### src/rtl/phvl_lut_loader.sv
// rtl/phvl_lut_loader.sv - stages a verified 64-word phase frame from the host stream and burst-writes it into one band's LUT
module phvl_lut_loader #(
  parameter logic [7:0] SYNC  = 8'hA5,
  parameter int         DEPTH = 64,
  parameter int         AW    = 6,
  parameter int         DW    = 5
) (
  input  logic          clk,
  input  logic          rst,
  input  logic          en,
  input  logic [7:0]    s_data,
  input  logic          s_valid,
  output logic          s_ready,
  output logic          wr_en,
  output logic [1:0]    wr_band,
  output logic [AW-1:0] wr_addr,
  output logic [DW-1:0] wr_data,
  output logic          busy,
  output logic          done,
  output logic          err,
  output logic [1:0]    err_code
);

  localparam logic [2:0] S_IDLE   = 3'd0;
  localparam logic [2:0] S_BAND   = 3'd1;
  localparam logic [2:0] S_DATA   = 3'd2;
  localparam logic [2:0] S_CSUM   = 3'd3;
  localparam logic [2:0] S_COMMIT = 3'd4;

  localparam logic [AW-1:0] LAST = AW'(DEPTH - 1);

  logic [2:0]    state;
  logic [1:0]    band;
  logic [AW-1:0] cnt;
  logic [7:0]    csum_acc;
  logic          ovr;
  logic [DW-1:0] stage_mem [DEPTH];
  logic [AW-1:0] next_addr;
  logic          take;

  assign s_ready   = en && (state != S_COMMIT);
  assign take      = s_valid && s_ready;
  assign busy      = (state != S_IDLE);
  assign next_addr = wr_addr + 1'b1;

  // Staging buffer is not reset; only a fully verified frame is ever read out of it.
  always_ff @(posedge clk) begin
    if (state == S_DATA && take) begin
      stage_mem[cnt] <= s_data[DW-1:0];
    end
  end

  always_ff @(posedge clk or negedge rst) begin
    if (!rst) begin
      state    <= S_IDLE;
      band     <= 2'd0;
      cnt      <= '0;
      csum_acc <= 8'd0;
      ovr      <= 1'b0;
      wr_en    <= 1'b0;
      wr_band  <= 2'd0;
      wr_addr  <= '0;
      wr_data  <= '0;
      done     <= 1'b0;
      err      <= 1'b0;
      err_code <= 2'd0;
    end else begin
      done <= 1'b0;
      err  <= 1'b0;
      if (!en) begin
        // Abort silently; a half-finished commit is left as-is in the LUT.
        state <= S_IDLE;
        wr_en <= 1'b0;
      end else begin
        case (state)
          S_IDLE: begin
            if (take && s_data == SYNC) state <= S_BAND;
          end
          S_BAND: begin
            if (take) begin
              if (|s_data[7:2]) begin
                err      <= 1'b1;
                err_code <= 2'd1;
                state    <= S_IDLE;
              end else begin
                band     <= s_data[1:0];
                cnt      <= '0;
                csum_acc <= 8'd0;
                ovr      <= 1'b0;
                state    <= S_DATA;
              end
            end
          end
          S_DATA: begin
            if (take) begin
              csum_acc <= csum_acc ^ s_data;
              if (|s_data[7:DW]) ovr <= 1'b1;
              cnt <= cnt + 1'b1;
              if (cnt == LAST) state <= S_CSUM;
            end
          end
          S_CSUM: begin
            if (take) begin
              if (ovr) begin
                err      <= 1'b1;
                err_code <= 2'd2;
                state    <= S_IDLE;
              end else if (csum_acc != s_data) begin
                err      <= 1'b1;
                err_code <= 2'd3;
                state    <= S_IDLE;
              end else begin
                // First write is presented on the cycle right after the checksum byte.
                wr_en   <= 1'b1;
                wr_band <= band;
                wr_addr <= '0;
                wr_data <= stage_mem[0];
                state   <= S_COMMIT;
              end
            end
          end
          S_COMMIT: begin
            if (wr_addr == LAST) begin
              wr_en <= 1'b0;
              done  <= 1'b1;
              state <= S_IDLE;
            end else begin
              wr_addr <= next_addr;
              wr_data <= stage_mem[next_addr];
            end
          end
          default: begin
            state <= S_IDLE;
            wr_en <= 1'b0;
          end
        endcase
      end
    end
  end

endmodule

### config.mk
export PLATFORM = sky130hd
export DESIGN_NAME = phvl_lut_loader
export DESIGN_NICKNAME = d
export VERILOG_FILES = /design/src/rtl/phvl_lut_loader.sv
export SDC_FILE = /design/constraint.sdc
export NUM_CORES = 1
export LEC_CHECK = 0
export ABC_CLOCK_PERIOD_IN_PS = 3300
export BUFFER_PORTS_ARGS = -buffer_cell sky130_fd_sc_hd__buf_2
export CAP_MARGIN = 5
export CORE_MARGIN = 4
export CORE_UTILIZATION = 50
export DETAILED_ROUTE_END_ITERATION = 8
export PLACE_DENSITY = 0.71
export SETUP_SLACK_MARGIN = 0.5
export SYNTH_ARGS = -nofsm -noshare
export SYNTH_HDL_FRONTEND = slang
export SYNTH_SLANG_ARGS = --single-unit
### constraint.sdc
create_clock -name clk -period 3.3 [get_ports clk]
set_input_delay 0.165 -clock clk [delete_from_list [all_inputs] [get_ports clk]]
set_output_delay 0.165 -clock clk [all_outputs]
set_load 0.05 [all_outputs]
==> results of run 1 <==
-- worst reg2reg max path: stages, from the launching register on --
cell	delay (ns)
dfrtp_1	0.57
nor2b_1	0.29
nand2_1	0.24
nor2_1	0.31
nand2_1	0.51
nor2_1	0.61
-- worst min-delay path by stage --
stage | from | cells past startpoint | endpoint
6_report | s_data[4] | 3 | csum_acc[4]
5_1_grt | s_data[4] | 3 | csum_acc[4]
4_1_cts | s_data[4] | 3 | csum_acc[4]
3_5_place_dp | rst | 1 | csum_acc[5]
3_3_place_gp | rst | 1 | csum_acc[5]
2_1_floorplan | rst | 0 | band[0]
-- power by group through the flow --
stage	Combinational (W)	Clock [W]	Sequential, W
finish	0.000119	0.00375	0.00494
global route	0.000132	0.00402	0.00493
CTS	0.000120	0.00380	0.00494
detailed placement	0.000116	0	0.00503
global placement	0.000111	0	0.00503
floorplan	0.0000149	0	0.00503
-- cells by family after synthesis --
kind of cell	after synthesis	synth area share, %
flip-flops	358	71.6
AND/OR/NAND/NOR	245	7.41
multiplexers	100	14.0
AO/OA/AOI/OAI	84	3.83
buffers and inverters	47	1.72
XOR/XNOR	17	1.19
adder cells (fa/ha/maj)	2	0.170
-- placed cells by master, fill, tap and decap left out, drive strengths merged, types with 2 or more instances in the layout --
cell type	instances
clkbuf	54
or4b	2
xor2	6
and2	2
a21boi	4
a21oi	13
and3	3
a31oi	6
nand3b	4
or3	3
nor2b	4
nand4b	2
dlygate4sd3	6
edfxtp	320
mux2	4
o2111ai	3
o21ai	31
nand2	90
ha	2
mux2i	11
xnor2	11
nand4	5
inv	4
buf	57
mux4	85
nor3	6
nand3	29
dfrtp	38
a211oi	2
nor2	85
a32oi	6
a31o	3
nor4	2
or3b	2
nand2b	4
o31ai	7
clkinv	9
-- state kept, by name, summed over array words and instances, names as in the netlist --
signal	count
cnt	6
done	1
err_code	2
ovr	1
stage_mem	320
band	2
wr_en	1
wr_band	2
state	3
wr_addr	6
csum_acc	8
err	1
wr_data	5
-- cell type report --
type	count	area [um2]
clock buffers	54	990
multi-input cells	448	4020
inverters	5	18.8
flip-flops and latches	358	10600
fillers	2203	12300
repair buffers	63	430
clock inverters	10	71.3
well taps	384	480
-- layer usage --
layer | GRT usage (%) | part of all wire (%) | wire length, um
met1 | 28.4 | 41 | 13200
met3 | 3.82 | 7.6 | 2440
met2 | 31.2 | 49 | 15600
met5 | 0 | 0 | 0
met4 | 6.40 | 2.7 | 882
-- through the flow --
stage | total power, W | instances | utilization (%)
after floorplan | 0.00505 | 853 | -
after global placement | 0.00514 | 1252 | 53.3
after detailed placement | 0.00515 | 1252 | 53.3
after CTS | 0.00886 | 1322 | 57.2
after global routing | 0.00908 | 1322 | 57.5
final | 0.00881 | 1322 | 57.5
-- repair_timing --
item,in CTS,in global routing
endpoints found under the hold margin,45,0
setup endpoints to repair,35,201
resized for setup,1,30
cloned,0,0
hold buffers,6,0
==> reports/results.tsv, run 1 <==
stage	metric	value	unit
run_status	outcome	finished, final reports clean	
power	seq_power_share	56.0	%
die	die_w	180	um
hold_path	hold_path.class	in -> reg	
critical_path	cp-startpoint	state[1]	
cts	postCtsSetupBuffers	0	
routing	drt_iter0_markers	869	
critical_path	crit_buf_inv	0	
power	p_sw_share	19.3	%
cts	cts_tree	yes	
power	ir_worst_vdd	0.000425	V
routing	wirelength	32100	um
placed_design	placed_area	15400	um2
timing	timing.fmax	347	MHz
finish	nets	926	
timing	fin_crit_sh	87.4	%
synthesis	syn_inst	853	
grt	grt_pass1_vias	7996	
power	clockPowerShare	42.6	%
placed_design	place_congestion	0.876	
power	p_leak	5.25	nW
grt	grt_usage	19.8	%
synthesis	synth_edf_count	320	
timing	finalSetupTns	0	ns
critical_path	cp_num_cells	5	
critical_path	ff2ff_path_depth	5	
routing	viasPerCell	5.99	
placed_design	io_buffers	31	
critical_path	regToRegSetupSlack	0.41	ns
critical_path	path_class	reg -> reg	
routing	drc	0	
cts	clk_pin_slew	0.06	ns
job	drv_cap	0	
timing	slew_headroom	41.0	%
timing	clock_skew	0.00991	ns
synthesis	synth_area_leaders	edfxtp_1 (65%), mux4_2 (13%), dfrtp_1 (6.5%)	
critical_path	crit_family	simple AND/OR/NAND/NOR gates	
cts	cts_max_level	2	
cts	cts_buffer_depth	3	
synthesis	yosysMostFrequentCell	edfxtp_1	
timing	rsz0062_at_grt	yes	
synthesis	avgSynthCellArea	17.3	um2
critical_path	cp_slowest_cell	nor2_1	
grt	overflow	0	
die	start_util	51.1	%
synthesis	post_synth_num_cell_types	59	
synthesis	synth-main-ff-cell	edfxtp_1	
routing	dr.pass1.iters	5	
cts	cts-root-buf	clkbuf_16	
synthesis	syn_area	14700	um2
critical_path	worstSetupStartpointType	flop	
die	ioPinCount	32	
power	p_switching	0.00170	W
placed_design	post-place-ws	0.419	ns
cts	cts-buffers-inserted	36	
finish	fin_area	16600	um2
routing	ant_nets	0	
synthesis	synth_common_cells	edfxtp_1 (320), nand2_1 (90), mux4_2 (85), nor2_1 (85), dfrtp_1 (38)	
power	power_density	531	nW/um2
timing	max_slew.worst_pin.slew	0.885	ns
die	die_y	180	um
timing	hold_viol	0	
timing	setup_violations	0	
grt	grt_start_max_net_pins	69	
synthesis	async_reset_ff_share	10.6	%
finish	syn2layout_area_growth	12.5	%
timing	fin_crit	2.89	ns
critical_path	worstPathArrival	3.03	ns
synthesis	synth-seq-cells	358	
cts	clock_latency	0.51	ns
die	die-area	32300	um2
power	p_int	0.00711	W
die	row_count	62	
critical_path	required	3.44	ns
finish	drive_gt1_share	24.8	%
critical_path	path_cells	nor2b_1 -> nand2_1 -> nor2_1 -> nand2_1 -> nor2_1	
grt	antenna_found_initial	0	
synthesis	yosysSeqAreaShare	71.6	%
timing	timing.final.ws_setup	0.415	ns
grt	grt_pass1_wl	49100	um
die	core-area	28900	um2
routing	wl_per_cell	24.3	um
critical_path	reg2reg_to	stage_mem[8][4]	
finish	insertedDiodeCount	0	
synthesis	syn_nets	867	
critical_path	crit_fanout	12	
critical_path	reg2reg_from	state[1]	
critical_path	crit_path_max_incr_delay	0.60	ns
timing	slew_viol_final	0	
synthesis	synth_area_leader_cell	edfxtp_1	
timing	timing.hold.ws	0.00914	ns
power	p_comb_share	1.4	%
synthesis	synth_warnings	0	
cts	clock_sinks	358	
critical_path	cp-endpoint	stage_mem[8][4]	
placed_design	hpwl	19800	um
critical_path	endpoint_kind	flop	
routing	vias	7922	
synthesis	yosys.area.top_type_share	65.2	%
Note: power is estimated with default switching activity, not from simulation.
==> inputs of run 2 (changes only) <==
--- a/config.mk
+++ b/config.mk
@@ -11,8 +11,10 @@
 export CORE_MARGIN = 4
 export CORE_UTILIZATION = 50
 export DETAILED_ROUTE_END_ITERATION = 8
-export PLACE_DENSITY = 0.71
+export PLACE_DENSITY = 0.66
+export RECOVER_POWER = 50
 export SETUP_SLACK_MARGIN = 0.5
+export SLEW_MARGIN = 25
 export SYNTH_ARGS = -nofsm -noshare
 export SYNTH_HDL_FRONTEND = slang
 export SYNTH_SLANG_ARGS = --single-unit
==> run 2 against run 1 <==
  * The flow now finishes with violations (capacitance limit, slew limit)
  * Register-to-register slack better by 0.08 ns
  * Via count rose by 0.40%
  * Final area rose by 0.14%
  * Core utilization up 0.078 points
  * Die area stayed put
  * Routed wire length up 2.3%
  * Cell count increased by 0.23%
  * Sequential power hardly changed
  * Setup slack better by 0.084 ns
  * Sequential cell count unchanged
  * Largest power group unchanged
==> reports/results.tsv, run 2 (synthesis results as in run 1) <==
stage	metric	value	unit
critical_path	required	3.43	ns
timing	hold_viol	0	
timing	rsz0062_at_grt	yes	
timing	timing.fmax	357	MHz
critical_path	ff2ff_path_depth	5	
critical_path	cp_slowest_cell	nor2_1	
timing	slew_viol_final	39	
cts	cts-root-buf	clkbuf_16	
critical_path	regToRegSetupSlack	0.50	ns
critical_path	path_class	reg -> reg	
die	die_w	180	um
critical_path	crit_family	simple AND/OR/NAND/NOR gates	
cts	cts_tree	yes	
grt	grt_pass1_vias	8033	
die	die-area	32300	um2
finish	final_cell_mix	edfxtp_1 (320), nand2_1 (90), mux4_2 (85), nor2_1 (70)	
critical_path	crit_fanout	12	
finish	registers.top_by_ff_count	stage_mem	
routing	dr.pass1.iters	5	
placed_design	hpwl	20900	um
cts	cts-buffers-inserted	35	
cts	cts_max_level	2	
power	p_sw_share	19.3	%
finish	multiInputGateArea	4000	um2
routing	drt_iter0_markers	838	
finish	syn2layout_area_growth	12.6	%
routing	viasPerCell	6.00	
power	p_leak	5.25	nW
placed_design	io_buffers	31	
hold_path	whs_path_depth	4	
critical_path	cp_num_cells	5	
timing	setup_violations	0	
grt	grt_start_max_net_pins	69	
die	ioPinCount	32	
timing	max_slew.worst_pin.slew	2.21	ns
finish	insertedDiodeCount	0	
finish	drive_gt1_share	23.2	%
power	clockPowerShare	42.9	%
grt	antenna_found_initial	2	
critical_path	worstPathArrival	2.94	ns
finish	seqCellArea	10600	um2
die	core-area	28900	um2
hold_path	hold_path.class	in -> reg	
die	start_util	51.1	%
power	finalPower	0.00886	W
grt	overflow	0	
timing	finalSetupTns	0	ns
run_status	outcome	finished with violations	
timing	clock_skew	0.0153	ns
finish	fillers	2253	
finish	final_common_cell	edfxtp_1	
routing	ant_nets	0	
die	row_count	62	
timing	fin_crit_sh	84.9	%
routing	wl_per_cell	24.8	um
critical_path	worstSetupStartpointType	flop	
routing	vias	7954	
cts	clk_pin_slew	0.06	ns
critical_path	crit_buf_inv	0	
critical_path	path_cells	nor2b_1 -> nand2_1 -> nor2_1 -> nand2_1 -> nor2_1	
timing	fin_crit	2.80	ns
placed_design	place_congestion	0.862	
die	die_y	180	um
critical_path	crit_path_max_incr_delay	0.61	ns
critical_path	endpoint_kind	flop	
power	ir_worst_vdd	0.000492	V
job	drv_cap	1	
cts	cts_buffer_depth	3	
finish	reg_top3	stage_mem: 320 flops, csum_acc: 8 flops	
power	seq_power_share	55.7	%
grt	grt_pass1_wl	50000	um
grt	grt_usage	20.2	%
routing	drc	0	
cts	clock_latency	0.51	ns
timing	slew_headroom	-47.2	%
finish	nets	929	
run_status	violations	capacitance limit, slew limit	
power	p_comb_share	1.3	%
power	p_int	0.00715	W
power	power_density	534	nW/um2
cts	clock_sinks	358	
routing	wirelength	32900	um
power	p_switching	0.00171	W
finish	largest_reg_flops	320	
run 2: cell count changes in the layout (fill, tap and decap cells not counted), sizes merged:
cell         delta
buf            -16
bufinv          +1
clkbuf          +4
clkinv         +14
clkinvlp        -1
dlygate4sd3     +1
run 2: worst register-to-register path: cells and delay by family (launching register included):
family	cells	cell delay, ns
and+or+nand+nor	5	1.93
DFF	1	0.51
run 2: power groups by stage:
stage | clock network, W | registers (W) | logic (W)
after CTS | 0.00387 | 0.00494 | 0.000121
after detailed placement | 0 | 0.00503 | 0.000116
after global placement | 0 | 0.00503 | 0.000113
after global routing | 0.00409 | 0.00493 | 0.000129
final | 0.00380 | 0.00494 | 0.000115
after floorplan | 0 | 0.00503 | 0.0000149
run 2: cell type report:
cell class / instances / share of cell area (%)
multi-input combinational: 448 / 24.1
sequential: 358 / 63.6
timing repair buffer: 67 / 2.68
inverter: 5 / 0.113
clock buffer: 39 / 5.62
tap: 384 / 2.89
clock inverter: 24 / 0.972
run 2: what timing repair did:
| item | 4_1_cts | 5_1_grt |
|---|---|---|
| setup buffers | 0 | 1 |
| hold buffers | 7 | 0 |
| endpoints found under the hold margin | 49 | 0 |
| gates resized for setup | 0 | 18 |
| setup endpoints to repair | 0 | 117 |
run 2: final timing paths:
| check | startpoint | to |
|---|---|---|
| max reg2reg | state[0] | stage_mem[17][1] |
| max in group asynchronous | rst | wr_addr[0] |
| min | s_valid | state[0] |
| min in group asynchronous | rst | csum_acc[5] |
| max | state[0] | stage_mem[17][1] |
| min reg2reg | wr_data[1] | wr_data[1] |
run 2: per-layer routing:
layer | global-route usage [%] | vias up | wire length (um)
met5 | 0 | - | 19
met4 | 6.25 | 4 | 954
met3 | 3.92 | 67 | 2200
met2 | 32.5 | 291 | 16000
met1 | 28.6 | 4106 | 13700
li1 | - | 3486 | -
run 2: per-stage QoR:
stage | cells | hold slack, ns | instance area (um2) | worst slack, ns | util (%)
final | 1325 | 0.102 | 16600 | 0.499 | 57.5
after global routing | 1325 | 0.110 | 16600 | 0.343 | 57.5
after CTS | 1324 | 0.0459 | 16600 | 0.537 | 57.4
after detailed placement | 1254 | 0.351 | 15400 | 0.574 | 53.4
after global placement | 1254 | 0.342 | 15400 | 0.607 | 53.4
after floorplan | 853 | -0.131 | 14700 | 0.659 | -
